==> src/rtl/pipe_decode_pkg.sv <==
// Shared decode constants: RV32I opcodes and the decoded-instruction packet
// handed between pipeline stages.
package pipe_decode_pkg;

   localparam int XLEN = 32;
   localparam int PC_W = 32;

   localparam logic [6:0] OPC_LOAD     = 7'b0000011;
   localparam logic [6:0] OPC_MISC_MEM = 7'b0001111;
   localparam logic [6:0] OPC_OP_IMM   = 7'b0010011;
   localparam logic [6:0] OPC_AUIPC    = 7'b0010111;
   localparam logic [6:0] OPC_STORE    = 7'b0100011;
   localparam logic [6:0] OPC_OP       = 7'b0110011;
   localparam logic [6:0] OPC_LUI      = 7'b0110111;
   localparam logic [6:0] OPC_BRANCH   = 7'b1100011;
   localparam logic [6:0] OPC_JALR     = 7'b1100111;
   localparam logic [6:0] OPC_JAL      = 7'b1101111;
   localparam logic [6:0] OPC_SYSTEM   = 7'b1110011;

   typedef struct packed {
      logic [PC_W-1:0] pc;
      logic [XLEN-1:0] insn;
      logic [6:0]      opcode;
      logic [4:0]      rd;
      logic [4:0]      rs1;
      logic [4:0]      rs2;
      logic [6:0]      funct7;
      logic [2:0]      funct3;
      logic [4:0]      shamt;
      logic [XLEN-1:0] imm;
      logic            rs1_used;
      logic            rs2_used;
      logic            rd_we;
   } decode_pkt_t;

   function automatic logic is_rv32i_opcode(input logic [6:0] opc);
      case (opc)
         OPC_LOAD, OPC_MISC_MEM, OPC_OP_IMM, OPC_AUIPC, OPC_STORE, OPC_OP,
         OPC_LUI, OPC_BRANCH, OPC_JALR, OPC_JAL, OPC_SYSTEM: return 1'b1;
         default: return 1'b0;
      endcase
   endfunction

endpackage

==> src/rtl/pipe_decode_igen.sv <==
// RV32I immediate generator: sign-extended I/S/B/U/J immediate selected by opcode.
// Purely combinational; formats without an immediate yield zero.
module pipe_decode_igen
   import pipe_decode_pkg::*;
(
   input  logic [XLEN-1:0] insn,
   output logic [XLEN-1:0] imm
);

   always_comb begin
      imm = '0;
      case (insn[6:0])
         OPC_LOAD, OPC_OP_IMM, OPC_JALR, OPC_MISC_MEM, OPC_SYSTEM:
            imm = {{20{insn[31]}}, insn[31:20]};
         OPC_STORE:
            imm = {{20{insn[31]}}, insn[31:25], insn[11:7]};
         OPC_BRANCH:
            imm = {{19{insn[31]}}, insn[31], insn[7], insn[30:25], insn[11:8], 1'b0};
         OPC_LUI, OPC_AUIPC:
            imm = {insn[31:12], 12'b0};
         OPC_JAL:
            imm = {{11{insn[31]}}, insn[31], insn[19:12], insn[20], insn[30:21], 1'b0};
         default:
            imm = '0;
      endcase
   end

endmodule

==> src/rtl/pipe_decode.sv <==
// RV32I decode stage: registered decode packet, 1-cycle latency, flush on branch redirect.
// Backpressure: output register plus one skid entry; in_ready_o is registered as !skid_vld.
// Optional illegal-instruction check enabled by defining PIPE_DECODE_ILLEGAL_CHECK_EN.
module pipe_decode
   import pipe_decode_pkg::*;
#(
   parameter int DWIDTH    = 32,
   parameter int AWIDTH    = 32,
   parameter int CNT_WIDTH = 32
) (
   input  logic                 clk,
   input  logic                 rst,
   input  logic                 flush_i,
   input  logic                 in_valid_i,
   output logic                 in_ready_o,
   input  logic [AWIDTH-1:0]    pc_i,
   input  logic [DWIDTH-1:0]    insn_i,
   output logic                 out_valid_o,
   input  logic                 out_ready_i,
   output decode_pkt_t          dec_o,
   output logic                 illegal_o,
   output logic [CNT_WIDTH-1:0] decoded_count_o
);

   logic [XLEN-1:0] insn_w;
   logic [XLEN-1:0] imm_w;
   logic [6:0]      opc;
   logic            st_br;
   logic            uses_rs2;
   decode_pkt_t     dec_nxt;

   logic            out_vld;
   logic            skid_vld;
   decode_pkt_t     skid_dat;
   logic            acc;
   logic            out_hs;
   logic            out_free;

   assign insn_w = XLEN'(insn_i);
   assign opc    = insn_w[6:0];

   pipe_decode_igen u_igen (
      .insn (insn_w),
      .imm  (imm_w)
   );

   assign st_br    = (opc == OPC_STORE) || (opc == OPC_BRANCH);
   assign uses_rs2 = st_br || (opc == OPC_OP);

   always_comb begin
      dec_nxt          = '0;
      dec_nxt.pc       = PC_W'(pc_i);
      dec_nxt.insn     = insn_w;
      dec_nxt.opcode   = opc;
      dec_nxt.rd       = st_br ? 5'd0 : insn_w[11:7];
      dec_nxt.rs1      = insn_w[19:15];
      dec_nxt.rs2      = uses_rs2 ? insn_w[24:20] : 5'd0;
      dec_nxt.funct3   = insn_w[14:12];
      dec_nxt.shamt    = insn_w[24:20];
      dec_nxt.imm      = imm_w;
      dec_nxt.rs1_used = !((opc == OPC_LUI) || (opc == OPC_AUIPC) || (opc == OPC_JAL));
      dec_nxt.rs2_used = uses_rs2;
      dec_nxt.rd_we    = !st_br && (insn_w[11:7] != 5'd0);
      if ((opc == OPC_OP) || ((opc == OPC_OP_IMM) && (insn_w[14:12] == 3'b101)))
         dec_nxt.funct7 = insn_w[31:25];
   end

   // flush wins over accept; a same-cycle output handshake is still counted
   assign acc      = in_valid_i && in_ready_o && !flush_i;
   assign out_hs   = out_vld && out_ready_i;
   assign out_free = !out_vld || out_ready_i;

   always_ff @(posedge clk) begin
      if (rst) begin
         out_vld         <= 1'b0;
         skid_vld        <= 1'b0;
         dec_o           <= '0;
         skid_dat        <= '0;
         decoded_count_o <= '0;
      end else begin
         if (out_hs)
            decoded_count_o <= decoded_count_o + CNT_WIDTH'(1);
         if (flush_i) begin
            out_vld  <= 1'b0;
            skid_vld <= 1'b0;
            dec_o    <= '0;
         end else if (out_free) begin
            if (skid_vld) begin
               out_vld  <= 1'b1;
               dec_o    <= skid_dat;
               skid_vld <= 1'b0;
            end else if (acc) begin
               out_vld <= 1'b1;
               dec_o   <= dec_nxt;
            end else begin
               out_vld <= 1'b0;
               dec_o   <= '0;
            end
         end else if (acc) begin
            skid_vld <= 1'b1;
            skid_dat <= dec_nxt;
         end
      end
   end

   assign in_ready_o  = !skid_vld;
   assign out_valid_o = out_vld;

`ifdef PIPE_DECODE_ILLEGAL_CHECK_EN
   logic ill_nxt;
   logic out_ill;
   logic skid_ill;

   // SUB/SRA are the only OP encodings allowed a non-zero funct7
   always_comb begin
      ill_nxt = (insn_w[1:0] != 2'b11) || !is_rv32i_opcode(opc);
      if (opc == OPC_OP) begin
         if (!((insn_w[31:25] == 7'b0000000) ||
               ((insn_w[31:25] == 7'b0100000) &&
                ((insn_w[14:12] == 3'b000) || (insn_w[14:12] == 3'b101)))))
            ill_nxt = 1'b1;
      end
   end

   always_ff @(posedge clk) begin
      if (rst) begin
         out_ill  <= 1'b0;
         skid_ill <= 1'b0;
      end else if (flush_i) begin
         out_ill <= 1'b0;
      end else if (out_free) begin
         if (skid_vld)
            out_ill <= skid_ill;
         else if (acc)
            out_ill <= ill_nxt;
         else
            out_ill <= 1'b0;
      end else if (acc) begin
         skid_ill <= ill_nxt;
      end
   end

   assign illegal_o = out_ill;
`else
   assign illegal_o = 1'b0;
`endif

endmodule

==> config.mk <==
export PLATFORM = sky130hd
export DESIGN_NAME = pipe_decode
export DESIGN_NICKNAME = d
export VERILOG_FILES = /design/src/rtl/pipe_decode_pkg.sv /design/src/rtl/pipe_decode_igen.sv /design/src/rtl/pipe_decode.sv
export SDC_FILE = /design/constraint.sdc
export NUM_CORES = 1
export LEC_CHECK = 0
export BUFFER_PORTS_ARGS = -buffer_cell sky130_fd_sc_hd__clkbuf_2
export CAP_MARGIN = 20
export CORE_MARGIN = 2
export CORE_UTILIZATION = 29
export DETAILED_ROUTE_END_ITERATION = 6
export MAX_ROUTING_LAYER = met4
export SYNTH_ARGS = -nofsm -noshare
export SYNTH_HDL_FRONTEND = slang
export SYNTH_SLANG_ARGS = --single-unit
==> constraint.sdc <==
create_clock -name clk -period 4 [get_ports clk]
set_input_delay 0.4 -clock clk [delete_from_list [all_inputs] [get_ports clk]]
set_output_delay 0.4 -clock clk [all_outputs]
set_load 0.01 [all_outputs]
# Word-level counts from Yosys, hierarchy flattened

Cells that the tools add are included.

Flip-flop bits (word level): 306
Output and inout port bits: 171
Word-level logic and storage cells: 74

Add/sub/neg operators: 1
Eq/ne operators: 12
Muxes and demuxes: 8
Bitwise gates (word level): 2
Reduce and logical (&&, ||, !) cells: 22

Operators by type and width:

| kind                                                | count |
|---|---|
| two-way mux 136 bit                                 | 2 |
| case mux 32 bit (5 select lines)                    | 1 |
| adder 32 x 1 -> 32 bit, second input constant       | 1 |
| equality test 7 bit, second input constant          | 4 |
| equality test 7 x 6 -> 1 bit, second input constant | 3 |
| equality test 7 x 5 -> 1 bit, second input constant | 2 |
| two-way mux 5 bit                                   | 2 |
| equality test 7 x 2 -> 1 bit, second input constant | 1 |
| equality test 7 x 4 -> 1 bit, second input constant | 1 |
| two-way mux 7 bit                                   | 1 |
| logical OR 1 bit                                    | 6 |
| logical AND 1 bit                                   | 5 |
| logical NOT 1 bit                                   | 5 |
| nonzero test 5 bit                                  | 1 |
| OR reduction 5 bit                                  | 1 |
| OR reduction 2 bit                                  | 2 |
| equality test 3 bit, second input constant          | 1 |
| AND reduction 3 bit                                 | 1 |
| OR reduction 3 bit                                  | 1 |
| two-way mux 1 bit                                   | 2 |
| inverter 1 bit                                      | 2 |

# Logic depth before layout (Yosys ltp)

Word-level depth: 6
Mapped depth: 7
Depth with buffers taken out: 5

# Modules after synthesis

From an unflattened synthesis, not the netlist that was laid out.

Cells, all modules: 1353
Area total of the unflattened synthesis: 11168.2 um^2

By module, submodules not included:

| module           | instances | cells an instance | area an instance (um^2) | sequential area each (um^2) |
|---|---|---|---|---|
| pipe_decode      | 1         | 1264              | 10533.9                 | 5325.1 |
| pipe_decode_igen | 1         | 89                | 634.4                   | 0.0 |

# Least setup slack after synthesis

Ideal clock, no wire load.

Path kind: input-to-reg
From: input insn_i[6]
To: register skid_dat[29] (netlist bit)
Setup time: 0.081 ns
Arrival: 1.683 ns
Path slack: 2.236 ns
Cell stages on the path: 6
Cells stage by stage: buf_2 -> or3b_1 -> nor2_2 -> clkbuf_1 -> a21oi_1 -> a211oi_2

Word-level cells in the longest chain between the ends: 3

RTL lines:

| element                                                         | line                   | text |
|---|---|---|
| start, declared                                                 | pipe_decode.sv:17      | `input logic [DWIDTH-1:0] insn_i,` |
| equality test 7 x 5 -> 1 bit, or another cell as far along      | pipe_decode_igen.sv:12 | `case (insn[6:0])` |
| OR reduction 5 bit / OR reduction 2 bit (equally long branches) | pipe_decode_igen.sv:12 |  |
| case mux 32 bit (5 select lines) (*)                            | pipe_decode_igen.sv:12 |  |
| end signal, assigned                                            | pipe_decode.sv:101     | `skid_dat <= dec_nxt;` |
| end, declared                                                   | pipe_decode.sv:34      | `decode_pkt_t skid_dat;` |

Mark *: on every way between the ends. The rest lies on a longest branch, timed or not.
A chain may end at the register's enable or synchronous reset.

# Worst setup path after layout

From: register skid_vld
To: register dec_o[60] (netlist bit)

Word-level cells in the longest chain between the ends: 5

RTL lines:

| element                         | line               | text |
|---|---|---|
| start, declared                 | pipe_decode.sv:33  | `logic skid_vld;` |
| start signal, assigned          | pipe_decode.sv:76  | `skid_vld <= 1'b0;` |
| start signal, assigned          | pipe_decode.sv:85  | `skid_vld <= 1'b0;` |
| start signal, assigned          | pipe_decode.sv:91  | `skid_vld <= 1'b0;` |
| logical NOT 1 bit               | pipe_decode.sv:106 | `assign in_ready_o = !skid_vld;` |
| logical AND 1 bit (2 in series) | pipe_decode.sv:69  | `assign acc = in_valid_i && in_ready_o && !flush_i;` |
| two-way mux 136 bit             | pipe_decode.sv:92  | `end else if (acc) begin` |
| two-way mux 136 bit (*)         | pipe_decode.sv:88  | `if (skid_vld) begin` |
| end signal, assigned            | pipe_decode.sv:90  | `dec_o <= skid_dat;` |
| end signal, assigned            | pipe_decode.sv:94  | `dec_o <= dec_nxt;` |
| end, declared                   | pipe_decode.sv:20  | `output decode_pkt_t dec_o,` |

Marks and branches as above.

==> results <==
- The number of warnings printed during yosys synthesis is 0.
- The maximum clock skew at final layout is 0.0151 ns.
- The pre-antenna-repair detailed-routing pass consisted of 6 iterations.
- Dividing the detail-routed wire length by the instance count gives 18.7 um.
- The HPWL after detailed placement is 24600 um.
- The gate count of the mapped netlist is 1363.
- The overall die width is 202 um.
- Among all stages on the critical path, the largest delay is contributed by buf_4.
- The iteration-0 DRC count of the detailed router is 917.
- The number of input and output port buffers inserted is 238.
- Buffers added to address setup during post-CTS repair amount to 0.
- The cell depth of the worst flop-to-flop path is 6.
- The maximum number of pins on one net before global-route repair is 82.
- The via count of the first global-routing pass is 9786.
- For this run, the total global-route usage over all layers was measured as 0.184.
- The worst setup path is captured at a register.
- In this run, synthesis inferred 0 flip-flops with an integrated enable.
- For the worst-skew pair, the clock arrives at the later sink with an insertion delay of 0.56 ns.
- The height of the die is 202 um.
- The maximum level of the CTS H-tree is 1.
- The wire length of the first global-routing pass is 58800 um.
- The most common library cell in the layout ignoring fill and taps is dfxtp_1.
- 240 I/O pins were placed.
- The layout has 4053 filler cells.
- The area of the mapped netlist is 0.0114 mm2.
- For this run, asynchronously set or reset flops after synthesis account for 0.
- The startpoint identified for the worst hold timing path is pc_i[9].
- The root buffer cell chosen for the clock tree is clkbuf_16.
- The number of DRC violations after detailed routing is 0.
- The buffering stage count on the worst path with inverters included is 2.
- The post-synthesis cell type count is 70.
- The achievable frequency is 340 MHz.
- In this run the worst path has a maximum fanout of 65.
- Wires add up to 38100 um.
- At the pin with the least slew margin, the transition time is 0.982 ns.
- The number of antenna violations at the first check in global routing is 2.
- The ratio of total power to cell area is 433 mW/mm2.
- The final-layout setup total negative slack is 0 ns.
- The cell taking the most area after synthesis is dfxtp_1.
- The count of nets left with antenna violations once routing finished came out at 0.
- The tool flagged a number of max-cap violations equal to 0.
- Of the available clock period, the critical path in the final layout requires 0.735.
- The hold path depth is 3.
- The launch point of the worst reg-to-reg path is skid_vld.
- The detailed router placed 10800 vias in this run.
- Tracing the worst setup path back leads to its startpoint at skid_vld.
- The area share of the leading cell type in the synthesized netlist is 0.467.
- Once placement finished, the instance area stood at 0.0127 mm2.
- The longest clock path from root to sink contains 3 buffers.
- The floorplan die area is 0.0409 mm2.
- The register bit count reported by yosys is 266.
- Counting tap cells, the placed design contains a total of 1976 instances.
- At the end of the flow, the number of nets in the layout was 1560.
- The signal on the critical path passes through nor3b_4, buf_4, buf_4, nand2_1, a2bb2oi_1, a211oi_1.
- Counting every sink on the clock net gives 266.
- Setup repair after global routing left no endpoint under its margin.
- With fillers left out, the area of the finished cells amounts to 0.0137 mm2.
- VDD sags by at most 0.266 mV.
- The cts-stage hold buffer count is 0.
- The number of endpoints with negative hold slack in the final report came to 0.
- For this run, the register share of the synthesized area comes to 0.467.
- The worst setup path is launched from a register.
- Setup violations remaining at the end of the flow were counted as 0.
- In the layout the commonest cells are 265 x dfxtp_1, 237 x clkbuf_2, 198 x nand2_1, 195 x a21oi_1, 114 x nor2_1.
- For this configuration, the core starts out at a cell density of 0.295.
- The share of layout cells above drive strength 1 is 0.223.
- The routability congestion estimate is 0.808.
- The sequential cells in the finished layout cover a total of 0.00533 mm2.
- The cell that appears most often on the critical path is buf_4.
- The max-slew violation total from the final report is 0.
- The placement row count is 72.
- The shortest period the worst path allows is 2.94 ns.
- Among all flip-flop cells after synthesis, the most frequent one is dfxtp_1.
- The final core utilization is 0.355.
- The clock-pin slew on the worst setup and hold paths is 0.06 ns.
- After global routing the overflow that remains totals 0.
- The tightest slew margin relative to the limit is 0.345.
- Counting the buffers created by CTS gives 30.
- The logic depth of the worst setup path including buffers is 6.
- The CTS tree is built.
- The largest single stage delay on the critical path is 0.70 ns.
- The path category of the worst min-delay check is in2reg.
- The non-filler instance count after layout is 2034.
- For the worst setup path, the data arrival time is 3.41 ns.
- The cell leakage power is 5.06 nW.
- The type of the worst setup path is reg2reg.
- The total area of multi-input combinational cells is 0.00534 mm2.
- The layout-stage area growth over the synthesis result is 20.4%.
- The average instance in the mapped netlist occupies 8.37 um2.
- After detailed routing, the number of vias per cell comes to 5.29.
- Data on the critical path is required at its endpoint by 4.47 ns.
- The run finished with clean final reports.
- When the netlist entered floorplanning its net count stood at 1433.
- The number of gates resized after CTS was 0.
- The cell family contributing the most delay on the critical path is buffers and inverters.
- Ranked by total cell area, the synthesized netlist is headed by dfxtp_1 47%, a21oi_1 8.6%, nand2_1 6.5%.
- After floorplanning, the core was sized to cover 0.0387 mm2.
==> worst paths after layout <==
path / end / slack (ns)
max: dec_o[60] / 1.06
min: skid_dat[113] / 0.07
max reg2reg: dec_o[60] / 1.06
min reg2reg: skid_dat[64] / 0.45
==> cell type report <==
class	count	area share
Antenna cell	2	0.000364
Clock buffer	49	0.0709
Clock inverter	7	0.00483
Inverter	8	0.00219
Multi-Input combinational cell	928	0.389
Sequential cell	266	0.388
Tap cell	518	0.0472
Timing Repair Buffer	256	0.0976
==> synth_stat cells, types with 2 or more instances <==
library cell and instances:
a2bb2oi_1 2, nand2_1 199, a21oi_1 195, nor3_1 54
a21o_1 3, clkbuf_1 96, nand4_1 13, xor2_1 11
a211oi_1 15, buf_6 2, o221ai_1 16, a311oi_1 4
nor2b_1 2, a22oi_1 4, or4_1 19, o31ai_1 19
and3_1 4, nand3b_1 2, a31oi_1 8, nand4b_1 2
and4_1 5, dfxtp_1 266, nor2_2 2, inv_1 8
nand3_1 25, nand2b_1 4, and2_1 2, buf_1 6
o21ai_0 47, o21bai_1 2, a221oi_1 65, nor2_1 115
buf_4 25, a32oi_1 23, or3_1 3, o2111ai_1 13
buf_2 32, or3b_1 3, a211oi_2 12, xnor2_1 2
o2bb2ai_1 4
==> layer usage <==
metal  global-route usage  vias to the layer above  routed length [um]
met2                0.271                      340               17100
li1                     -                     5221                   -
met5                    -                        -                   0
met3               0.0384                       48                2520
met4               0.0514                        0                 773
met1                0.253                     5147               17600
==> cells by family (layout without fill, tap and decap cells) <==
group	after synthesis	in the layout	synth area share
AOI/OAI and AO/OA	447	447	0.267
xor gates and xnor gates	13	13	0.00998
adders and majority gates	1	1	0.00110
buffers and inverters	169	320	0.0686
DFF	266	266	0.467
other	1	3	0.000329
and+or+nand+nor	466	466	0.186
==> stage by stage <==
stage / hold WS, ns / setup WS (ns) / total power [mW]
2_1_floorplan: 0.432 / 2.24 / 3.00
3_3_place_gp: 0.438 / 1.14 / 3.16
3_5_place_dp: 0.446 / 1.12 / 3.16
4_1_cts: 0.0412 / 1.10 / 6.02
5_1_grt: 0.0543 / 0.844 / 6.17
6_report: 0.0719 / 1.06 / 5.95
==> state kept, by name, indices dropped and copies added (netlist names) <==
name / count
dec_o: 116
decoded_count_o: 32
out_valid_o: 1
skid_dat: 116
skid_vld: 1
==> report_power, final <==
part           switching [mW]  internal (mW)  leakage (nW)
Combinational           0.280          0.119          2.39
Clock                    1.13           1.72         0.515
Sequential             0.0238           2.68          2.15
==> tightest hold or removal path, cell delays in order <==
cell	delay, ns
clkbuf_2	0.09
nand2_1	0.05
a21oi_1	0.05
(Power assumes the default switching activity.)
